$ cat config.mk
export PLATFORM = sky130hd
export DESIGN_NAME = vector_operand_loader
export DESIGN_NICKNAME = d
export VERILOG_FILES = /design/src/rtl/vector_operand_loader.sv
export SDC_FILE = /design/constraint.sdc
export NUM_CORES = 1
export LEC_CHECK = 0
export CAP_MARGIN = 20
export CORE_UTILIZATION = 45
export DETAILED_ROUTE_END_ITERATION = 8
export HOLD_SLACK_MARGIN = 0.08
export PLACE_DENSITY = 0.79
export RECOVER_POWER = 100
export SLEW_MARGIN = 20
export SYNTH_ARGS = -nofsm -noshare
export SYNTH_HDL_FRONTEND = slang
export SYNTH_SLANG_ARGS = --single-unit
$ cat constraint.sdc
create_clock -name clk -period 2.18 [get_ports clk]
set_input_delay 0.218 -clock clk [delete_from_list [all_inputs] [get_ports clk]]
set_output_delay 0.218 -clock clk [all_outputs]
set_load 0.05 [all_outputs]
$ cat src/rtl/vector_operand_loader.sv
// ============================================================================
// Module   : vector_operand_loader
// Purpose  : Assembles serial (a_i, b_i) element pairs into zero-padded N-wide
//            signed vector pairs for the dot-product datapath.
// Revision : 1.0  initial release
// ============================================================================
`default_nettype none

`ifndef FP_WIDTH
`define FP_WIDTH 16
`endif

module vector_operand_loader #(
  parameter int WIDTH = `FP_WIDTH,
  parameter int N     = 4
) (
  input  logic                          clk,
  input  logic                          rst,
  input  logic                          in_valid,
  output logic                          in_ready,
  input  logic signed [WIDTH-1:0]       in_a,
  input  logic signed [WIDTH-1:0]       in_b,
  input  logic                          in_last,
  output logic                          vec_valid,
  input  logic                          vec_ready,
  output logic signed [WIDTH-1:0]       vec_a [N],
  output logic signed [WIDTH-1:0]       vec_b [N],
  output logic [$clog2(N+1)-1:0]        vec_len
);

  localparam int IW = $clog2(N);
  localparam int LW = $clog2(N+1);

  typedef enum logic [0:0] {
    S_FILL = 1'b0,
    S_FULL = 1'b1
  } state_t;

  state_t                r_state;
  logic [IW-1:0]         r_idx;
  logic signed [WIDTH-1:0] r_vec_a [N];
  logic signed [WIDTH-1:0] r_vec_b [N];
  logic [LW-1:0]         r_len;

  logic w_accept;
  logic w_done;

  assign w_accept = (r_state == S_FILL) && in_valid;
  // A vector closes on an explicit last or when the final slot is filled.
  assign w_done   = in_last || (r_idx == IW'(N-1));

  always_ff @(posedge clk) begin
    if (rst) begin
      r_state <= S_FILL;
      r_idx   <= '0;
      r_len   <= '0;
      for (int j = 0; j < N; j++) begin
        r_vec_a[j] <= '0;
        r_vec_b[j] <= '0;
      end
    end else if (r_state == S_FILL) begin
      if (w_accept) begin
        // Pad the tail with zeros so padded products contribute nothing.
        for (int j = 0; j < N; j++) begin
          if (j == int'(r_idx)) begin
            r_vec_a[j] <= in_a;
            r_vec_b[j] <= in_b;
          end else if (w_done && (j > int'(r_idx))) begin
            r_vec_a[j] <= '0;
            r_vec_b[j] <= '0;
          end
        end
        if (w_done) begin
          r_len   <= LW'(r_idx) + LW'(1);
          r_idx   <= '0;
          r_state <= S_FULL;
        end else begin
          r_idx <= r_idx + IW'(1);
        end
      end
    end else begin
      if (vec_ready) begin
        r_state <= S_FILL;
      end
    end
  end

  assign in_ready  = (r_state == S_FILL);
  assign vec_valid = (r_state == S_FULL);
  assign vec_a     = r_vec_a;
  assign vec_b     = r_vec_b;
  assign vec_len   = r_len;

endmodule

`default_nettype wire

==> flow_summary.toml, run 1 <==
[run_status]
outcome = "finished, final reports clean"

[synthesis]
ys_ff_latch = 134
syn_avg_cell_area_um2 = 10.7
yosysTopAreaCell = "dfxtp_1"
synthCells = 465
synth_fp_nets = 506
yosysSeqAreaShare = 0.541
synthDistinctLibCells = 28
synth.top_cell.area_share = 0.541
yosys_warnings = 0
synth_area_leaders = "dfxtp_1, mux2i_1, a22o_2"
syn_area_um2 = 4960

[cells_and_area]
final_core_util = 0.692
postLayoutCellArea_um2 = 7280
syn2layout_area_growth_pct = 46.8
diodes = 0
fin_nets = 669
drive_above_1_share = 0.122

[sta]
skew_ns = 0.00739
rsz0062_at_grt = "false"
tightest_slew_ns = 0.965
period_needed_ns = 2.09
holdWs_ns = 0.126
final_hold_viol_count = 0
maxSlewViolCount = 0
finalCritPeriodShare = 0.959
finalSetupViolCount = 0
fmax_ghz = 0.479
setup_ws_ns = 0.0902
max-slew-margin-rel = 0.355
final.setup.tns_ns = 0

[global_routing]
grt_util_all_layers = 0.250
antenna_found_initial = 0
grt_start_max_net_pins = 90
grt_pass1_wl_mm = 22.0
grt-ovfl-total = 0
first_global_vias = 4129

[floorplanning]
start_util = 0.472
rows = 37
core_area_um2 = 10500
fp.dieArea_um2 = 11400
fp.dieW_um = 107
io_pins = 170
dieHeight_um = 107

[place]
place.port_buffers = 169
dpl.hpwl_mm = 9.57
gp_congestion = 0.814
preCtsSetupSlack_ns = 0.0441
place_area_um2 = 6760

[route]
routedWlPerCell_um = 18.1
vias = 4193
firstDrtPassIters = 5
drt-total-wl_mm = 14.1
antenna_left = 0
drtIter0Drc = 212
drc = 0
vias_per_cell = 5.40

[cts]
path_clk_slew_ns = 0.06
cts_resized = 0
cts_sinks = 134
cts-root-buf = "clkbuf_8"
cts_buffer_depth = 2
cts_tree = "done"
htree_num_levels = 4
cts_hold_buf = 0
clk_latency_ns = 0.50
postCtsSetupBuffers = 0
cts_buffers = 17

[worst_setup_path]
startpoint_type = "flip-flop"
path_class = "flip-flop to flip-flop"
cp_max_fo = 10
path_delay_family = "buffers and inverters"
worst_path_largest_cell_delay_ns = 0.47
cp.arrival_ns = 2.53
required_ns = 2.63
slowest_stage = "clkbuf_1"
crit_path_end_kind = "flip-flop"
path_cells = "inv_1, ha_1, or3_4, a31oi_1, clkbuf_1, a22o_2"
critPathBufInv = 2

[power]
ir_drop_mv = 0.529
total_leakage_power_nw = 3.12
power_density_nw_per_um2 = 847

[job]
cap_violations = 0

[worst_hold_path]
hp-class = "input port to flip-flop"
## logic make-up (layout without fill, tap and decap cells)
kind of cell | count (synthesis) | count (layout) | synth area share
AOI/OAI and AO/OA | 107 | 107 | 0.174
adders and majority gates | 4 | 4 | 0.0101
DFF | 134 | 134 | 0.541
buffers and inverters | 41 | 217 | 0.0465
and+or+nand+nor | 147 | 147 | 0.163
muxes | 32 | 32 | 0.0646
## synth_stat cells (all sizes together)
cell type,n
dfxtp,134
nand2,68
a22o,64
a21oi,36
nand2b,35
nand3b,33
mux2i,32
buf,25
clkbuf,13
ha,4
inv,3
a21boi,2
nand3,2
nor2,2
nor3b,2
o21ai,2
or2,2
a21o,1
a2bb2oi,1
a31oi,1
and3b,1
nor2b,1
or3,1
## registers in the layout (all words and copies together) (netlist names)
signal	cells
vec_len	3
vec_a	64
vec_valid	1
r_idx	2
vec_b	64
## layout by cell type, fill, tap and decap left out, drive strengths merged, types with 3 or more instances in the layout
cell type and instances:
mux2i 32, ha 4, nand2b 35, clkinv 5, nand3b 33, a22o 64, nand2 68, clkbuf 25
dfxtp 134, a21oi 36, dlygate4sd3 133, inv 5, bufinv 3, clkdlybuf4s50 35, buf 10
## stage by stage
| stage | cells | power, mW |
|---|---|---|
| finish | 777 | 6.16 |
| global route | 777 | 6.35 |
| CTS | 777 | 6.25 |
| detailed placement | 745 | 3.42 |
| global placement | 745 | 3.40 |
| floorplan | 465 | 3.10 |
## cell type report
type,instances,area [µm²]
fillers,792,3230
flip-flops and latches,134,2680
multi-input cells,290,2020
repair buffers,182,1790
clock buffers,21,449
well taps,136,170
clock inverters,11,148
inverters,3,11.3
## power by group
group          switching (mW)  internal (mW)
Combinational           0.504          0.253
Sequential             0.0358           2.52
Clock                    1.05           1.81
## worst reg2reg max path, stage by stage, from the launching register on
cell	delay [ns]
dfxtp_1	0.41
inv_1	0.09
ha_1	0.22
or3_4	0.36
a31oi_1	0.23
clkbuf_1	0.47
a22o_2	0.25
## per-layer routing
| metal | vias to the layer above | wire [µm] | part of all wire | global-route usage |
|---|---|---|---|---|
| met5 | - | 0 | 0 | 0 |
| met4 | 0 | 326 | 0.023 | 0.0900 |
| met3 | 24 | 871 | 0.062 | 0.0711 |
| met2 | 165 | 6960 | 0.49 | 0.419 |
| met1 | 2045 | 5900 | 0.42 | 0.306 |
| li1 | 1959 | - | - | - |
## final timing paths
check,depth (start not counted),slack [ns],end,startpoint
setup / recovery,6,0.09,vec_b[40]$_SDFFE_PP0P_,r_idx[1]$_SDFFE_PP0P_
hold / removal,2,0.13,vec_valid$_SDFF_PP0_,rst
setup reg to reg,6,0.09,vec_b[40]$_SDFFE_PP0P_,r_idx[1]$_SDFFE_PP0P_
hold reg to reg,2,0.45,vec_a[63]$_SDFFE_PP0P_,vec_a[63]$_SDFFE_PP0P_
Power figures use the tool's default switching activity.
==> inputs of run 2 (changes only) <==
--- a/config.mk
+++ b/config.mk
@@ -6,6 +6,7 @@
 export NUM_CORES = 1
 export LEC_CHECK = 0
 export CAP_MARGIN = 20
+export CORE_MARGIN = 3
 export CORE_UTILIZATION = 45
 export DETAILED_ROUTE_END_ITERATION = 8
 export HOLD_SLACK_MARGIN = 0.08
@@ -15,3 +16,4 @@
 export SYNTH_ARGS = -nofsm -noshare
 export SYNTH_HDL_FRONTEND = slang
 export SYNTH_SLANG_ARGS = --single-unit
+export TNS_END_PERCENT = 20
==> run 2 against run 1 <==
Sequential share of layout area fell by 0.36 points. Register-to-register slack improved by 0.10 ns. Worst hold slack improved by 0.24 ns. Highest routed layer unchanged. Die area rose by 7.6%. Final cell count rose by 0.26%. Clock power barely moved. Non-clock buffer count rose by 1. Total power rose by 0.57%. Combinational power rose by 3.2%. Critical path type is now flip-flop to output port.
==> flow_summary.toml, run 2 (synthesis gave the netlist of run 1 again) <==
[floorplanning]
io_pins = 170
rows = 37
core_area_um2 = 10500
fp.dieArea_um2 = 12300
fp.dieW_um = 111
dieHeight_um = 111
start_util = 0.472

[worst_setup_path]
startpoint_type = "flip-flop"
path_cells = "inv_1, dlygate4sd3_1"
cp.arrival_ns = 1.82
required_ns = 1.96
cp_max_fo = 6
path_class = "flip-flop to output port"
worst_path_largest_cell_delay_ns = 0.88
slowest_stage = "dlygate4sd3_1"
crit_path_end_kind = "output port"

[sta]
max-slew-margin-rel = 0.604
maxSlewViolCount = 0
setup_ws_ns = 0.139
skew_ns = 0.00755
final_hold_viol_count = 0
holdWs_ns = 0.364
fmax_ghz = 0.490
period_needed_ns = 2.04
finalCritPeriodShare = 0.936
tightest_slew_ns = 0.593
rsz0062_at_grt = "false"
finalSetupViolCount = 0

[place]
dp_cells = 745
gp_congestion = 0.818
dpl.hpwl_mm = 9.77
place.port_buffers = 169
place_area_um2 = 6760
preCtsSetupSlack_ns = -0.0185

[global_routing]
grt-ovfl-total = 0
grt_util_all_layers = 0.230
first_global_vias = 4279
grt_start_max_net_pins = 62
grt_pass1_wl_mm = 22.7
antenna_found_initial = 0

[route]
routedWlPerCell_um = 18.5
firstDrtPassIters = 4
drc = 0
drt-total-wl_mm = 14.4
vias = 4140
drtIter0Drc = 245
vias_per_cell = 5.31
antenna_left = 0

[worst_hold_path]
hp-class = "input port to flip-flop"

[job]
cap_violations = 0

[power]
ir_drop_mv = 0.534
total_leakage_power_nw = 3.14
power_density_nw_per_um2 = 844

[cells_and_area]
fin_nets = 671
final_cell_mix = "dlygate4sd3_1, dfxtp_1, nand2_1"
layout.cells.non_filler = 779
postLayoutCellArea_um2 = 7350
drive_above_1_share = 0.126
diodes = 0
syn2layout_area_growth_pct = 48.2
num-fill-cells = 781

[cts]
postCtsSetupBuffers = 0
path_clk_slew_ns = 0.06
cts_sinks = 134
cts_buffer_depth = 2
clk_latency_ns = 0.51
cts_tree = "done"
htree_num_levels = 4
cts-root-buf = "clkbuf_8"
cts_buffers = 17

[run_status]
outcome = "finished, final reports clean"
==> run 2: changes by cell type in the layout (fill, tap and decap cells not counted), sizes merged <==
cell / change
dlygate4sd3: +1
a21oi: +1
==> run 2: critical path, delay by kind of cell (launching register included) <==
family | cells | cell delay [ns]
buffers and inverters | 2 | 0.97
flip-flops | 1 | 0.34
==> run 2: power breakdown <==
part           switching [mW]  leakage [nW]  internal (mW)  total [mW]
clock network            1.06         0.293           1.81        2.87
registers              0.0354          1.09           2.52        2.55
logic                   0.515          1.76          0.266       0.781
==> run 2: path summary, 6_finish.rpt <==
path | from | endpoint | slack, ns | cells after the start
worst max-delay path | vec_valid$_SDFF_PP0_ | in_ready | 0.14 | 2
worst min-delay path | in_a[15] | vec_a[63]$_SDFFE_PP0P_ | 0.36 | 3
worst max register to register | r_idx[1]$_SDFFE_PP0P_ | vec_a[43]$_SDFFE_PP0P_ | 0.19 | 6
worst min register to register | vec_a[63]$_SDFFE_PP0P_ | vec_a[63]$_SDFFE_PP0P_ | 0.45 | 2
==> run 2: metrics by stage <==
step / total power [mW] / setup TNS, ns / utilization
3_5_place_dp: 3.42 / -0.0185 / 0.643
6_report: 6.20 / 0 / 0.699
4_1_cts: 6.27 / 0 / 0.701
3_3_place_gp: 3.40 / 0 / 0.643
2_1_floorplan: 3.10 / 0 / -
5_1_grt: 6.40 / 0 / 0.699
==> run 2: cell type report <==
type / count / area [µm²] / area share
sequential: 134 / 2680 / 0.365
inverter: 3 / 11.3 / 0.00153
tap: 136 / 170 / 0.0232
timing repair buffer: 183 / 1840 / 0.250
clock buffer: 21 / 449 / 0.0611
multi-input combinational: 291 / 2050 / 0.279
clock inverter: 11 / 148 / 0.0201
==> run 2: metal layers <==
metal,global-route usage,routed length [µm],up-vias
li1,-,-,1959
met1,0.269,5920,1994
met2,0.386,7080,157
met3,0.0748,1100,30
met4,0.0977,340,0
met5,0,0,-
==> run 2: repair_timing <==
item,in CTS,in global routing
resized for setup,0,1
hold buffers,1,0
endpoints found under the hold margin,2,0
setup endpoints to repair,0,2
==> edit 1 (config.mk and constraints of run 1) <==
Change the parameter `N` from 4 to 8.
--- a/src/rtl/vector_operand_loader.sv
+++ b/src/rtl/vector_operand_loader.sv
@@ -14,3 +14,3 @@
   parameter int WIDTH = `FP_WIDTH,
-  parameter int N     = 4
+  parameter int N     = 8
 ) (
Interface: changed (resized vec_a, vec_b and vec_len); port bits go from 170 to 299. The function was not compared with the original's and may differ.
==> edit 1 against run 1 <==
Synthesized area increased by 100%; wire length is 140% higher; sequential cell count up 130; count of clock-buffer cells in the layout grew 22; critical path depth decreased by 5; worst setup slack lost 30 ps; total power up 75%; cell area grew 93%; die area increased by 98%; critical path type is now flip-flop to output pin.
==> edit 1: results (changes against run 1) <==
| Metric | Value |
|---|---|
| Top post-synthesis cells by count | `dfxtp_1 (264), nand2_1 (232), a21oi_1 (136), nand3_1 (88), buf_2 (73) (was dfxtp_1 (134), nand2_1 (68), nand2b_1 (35), a21oi_1 (34), a22o_1 (34))` |
| Sequential area share after synthesis | `0.531 (was 0.541)` |
| WHS | `153 ps (was 126 ps)` |
| Clk pwr | `4.90 mW (was 2.85 mW)` |
| M3 GR Usage | `0.0406 (was 0.0711)` |
| Initial DRC count | `516 (was 212)` |
| Reg2reg setup slack | `90 ps (about the same)` |
| Worst Hold End | `r_idx[2]$_SDFFE_PP0P_ (was vec_valid$_SDFF_PP0_)` |
| Crit path max fanout | `6 (was 10)` |
| Layout cell share with drive strength beyond 1 | `0.0743 (was 0.122)` |
| CP endpoint | `vec_valid (was vec_b[40]$_SDFFE_PP0P_)` |
| Reg2Reg Capture Point | `vec_a[82]$_SDFFE_PP0P_ (was vec_b[40]$_SDFFE_PP0P_)` |
| Final GP Congestion | `0.861 (was 0.814)` |
| Cell Area, Placed | `13100 sq um (was 6760 sq um)` |
| Synth unique cells | `34 (was 28)` |
| Root buf cell | `clkbuf_16 (was clkbuf_8)` |
| CTS H-tree depth | `1 (was 4)` |
| Post-Syn Nets | `1172 (was 506)` |
| Clock network power share | `0.455 (was 0.463)` |
| Worst path max stage delay | `870 ps (was 470 ps)` |
| Tot GR Track Use | `0.280 (was 0.250)` |
| Met1 wire length | `13800 um (was 5900 um)` |
| Final WL | `33200 um (was 14100 um)` |
| Worst path arrival time | `1900 ps (was 2530 ps)` |
| Grt met1 use | `0.365 (was 0.306)` |
| P_leak | `5.90 nW (was 3.12 nW)` |
| Final Skew | `9.55 ps (was 7.39 ps)` |
| Final nets | `1423 (was 669)` |
| First-pass GRT wire length | `48800 um (was 22000 um)` |
| Clk buf depth | `3 (was 2)` |
| Outcome | `completed (unchanged)` |
| Pin count of the biggest net entering global routing | `84 (was 90)` |
| Register-to-Register Path Depth | `8 (was 6)` |
| Synth area leaders | `dfxtp_1 (53%), nand2_1 (8.8%), a21oi_1 (6.8%) (was dfxtp_1 (54%), mux2i_1 (6.5%), a22o_2 (6.1%))` |
| Logic power comb | `958 uW (was 757 uW)` |
| Max rail drop VDD | `0.496 mV (was 0.529 mV)` |
| Slew margin rel. | `0.546 (was 0.355)` |
| Vias in the first global route | `8479 (was 4129)` |
| Pint | `8.15 mW (was 4.58 mW)` |
| Worst-Skew Late Latency | `540 ps (was 500 ps)` |
| Placed wire-length estimate | `22300 um (was 9570 um)` |
| Met2 GRT Util | `0.459 (was 0.419)` |
| CP startpoint | `vec_valid$_SDFF_PP0_ (was r_idx[1]$_SDFFE_PP0P_)` |
| WL met3 | `2250 um (was 871 um)` |
| Met2 wire length | `15700 um (was 6960 um)` |
edit 1: changes by cell type after synthesis, moves of 57 or more:
cell and change:
a21oi_1 +102, buf_2 +57, dfxtp_1 +130, nand2_1 +164
nand3_1 +86, nor2_1 +68
edit 1: cell families after synthesis:
| logic type | share of synthesized area |
|---|---|
| and+or+nand+nor | 0.196 |
| DFF | 0.531 |
| AOI/OAI and AO/OA | 0.167 |
| buffers and inverters | 0.0654 |
| muxes | 0.0322 |
| adders and majority gates | 0.00755 |
edit 1: per-stage QoR:
step	std cells	util	setup WS, ps
floorplan	1129	-	284
global placement	1629	0.603	157
detailed placement	1629	0.603	93.3
CTS	1679	0.647	57.2
global route	1680	0.645	3.04
finish	1680	0.645	60.4
edit 1: final cells by class:
cell class | count | area (sq um)
Timing Repair Buffer | 345 | 3390
Clock buffer | 43 | 838
Sequential cell | 264 | 5290
Tap cell | 280 | 350
Inverter | 4 | 15.0
Clock inverter | 7 | 115
Fill cell | 1798 | 7730
Multi-Input combinational cell | 737 | 4040
==> edit 2 (flow settings as in run 1) <==
Made on the original files. Reset style: asynchronous (`rst`), changed in one clocked block.
--- a/src/rtl/vector_operand_loader.sv
+++ b/src/rtl/vector_operand_loader.sv
@@ -51,3 +51,3 @@
 
-  always_ff @(posedge clk) begin
+  always_ff @(posedge clk or posedge rst) begin
     if (rst) begin
Behaviour: differs if rst is asserted again (counterexample within 4 cycles, from zero or initial values and one cycle with rst high); with rst held inactive, the same outputs for 4 cycles.
==> edit 2 against run 1 <==
Cell area up 4.8%; utilization down 0.41 points; first-iteration DRC count is 28% lower; count of clock-buffer cells in the layout increased by 4; worst setup slack improved by 97 ps; synthesized area grew 5.2%; global-route usage grew 0.29 points; non-clock buffer count up 4; sequential cell count is the same; synthesized cell count down 20%; sequential share of layout area rose by 7.1 points; wire length rose by 0.58%.
Power is not compared: it rests on default switching activity, and its combinational part moved more than twofold at a synthesized area within 25%.
==> edit 2: results (changes against run 1) <==
| Metric | Value |
|---|---|
| Placed wire-length estimate | `9890 um (was 9570 um)` |
| Outcome | `completed (unchanged)` |
| Fillcell total | `814 (was 792)` |
| Adder-Cell Fraction of Synth Area | `0.00960 (was 0.0101)` |
| Sequential area share after synthesis | `0.643 (was 0.541)` |
| Crit-path slowest cell | `dlygate4sd3_1 (was clkbuf_1)` |
| Final nets | `597 (was 669)` |
| CP startpoint | `vec_valid$_DFF_PP0_ (was r_idx[1]$_SDFFE_PP0P_)` |
| Met2 wire length | `7100 um (was 6960 um)` |
| Synth area leaders | `dfrtp_1 (64%), a22o_1 (11%), mux2_1 (6.5%) (was dfxtp_1 (54%), mux2i_1 (6.5%), a22o_2 (6.1%))` |
| Final GP Congestion | `0.794 (was 0.814)` |
| Initial DRC count | `153 (was 212)` |
| CP endpoint | `in_ready (was vec_b[40]$_SDFFE_PP0P_)` |
| Register-to-Register Path Depth | `4 (was 6)` |
| Average wire per cell in the routed design | `20.0 um (was 18.1 um)` |
| Synth unique cells | `25 (was 28)` |
| Pin count of the biggest net entering global routing | `37 (was 90)` |
| First-pass GRT wire length | `22100 um (was 22000 um)` |
| Root buf cell | `clkbuf_16 (was clkbuf_8)` |
| Worst-Skew Late Latency | `410 ps (was 500 ps)` |
| Final Skew | `5.75 ps (was 7.39 ps)` |
| Reg2Reg Capture Point | `vec_a[25]$_DFFE_PP0P_ (was vec_b[40]$_SDFFE_PP0P_)` |
| Tot GR Track Use | `0.253 (was 0.250)` |
| Layout cell share with drive strength beyond 1 | `0.0901 (was 0.122)` |
| Crit path max fanout | `4 (was 10)` |
| Worst path max stage delay | `870 ps (was 470 ps)` |
| Cell Area, Placed | `7120 sq um (was 6760 sq um)` |
| Slew margin rel. | `0.109 (was 0.355)` |
-- edit 2: power by group through the flow --
stage	Combinational (mW)	Sequential, mW	Clock [mW]
after floorplan	1.18	7.02	0
after global placement	6.56	3.93	0
after detailed placement	6.68	3.96	0
after CTS	6.71	3.94	2.80
after global routing	6.55	4.00	2.92
final	6.30	3.89	2.75
-- edit 2: area by class of cell --
type                    instances  area, sq um  share of cell area
well taps                     140          175              0.0230
repair buffers                186         1840               0.241
multi-input cells             181         1560               0.204
inverters                      36          136              0.0179
clock inverters                 4         70.1             0.00919
clock buffers                  25          495              0.0650
flip-flops and latches        134         3350               0.440
-- edit 2: stage by stage --
stage | hold slack [ps] | util | setup WS, ps | std cells
3_3_place_gp | 475 | 0.643 | 406 | 677
2_1_floorplan | 314 | - | 297 | 374
6_report | 397 | 0.688 | 187 | 706
3_5_place_dp | 480 | 0.643 | 366 | 677
5_1_grt | 424 | 0.688 | 124 | 706
4_1_cts | 259 | 0.694 | 243 | 706
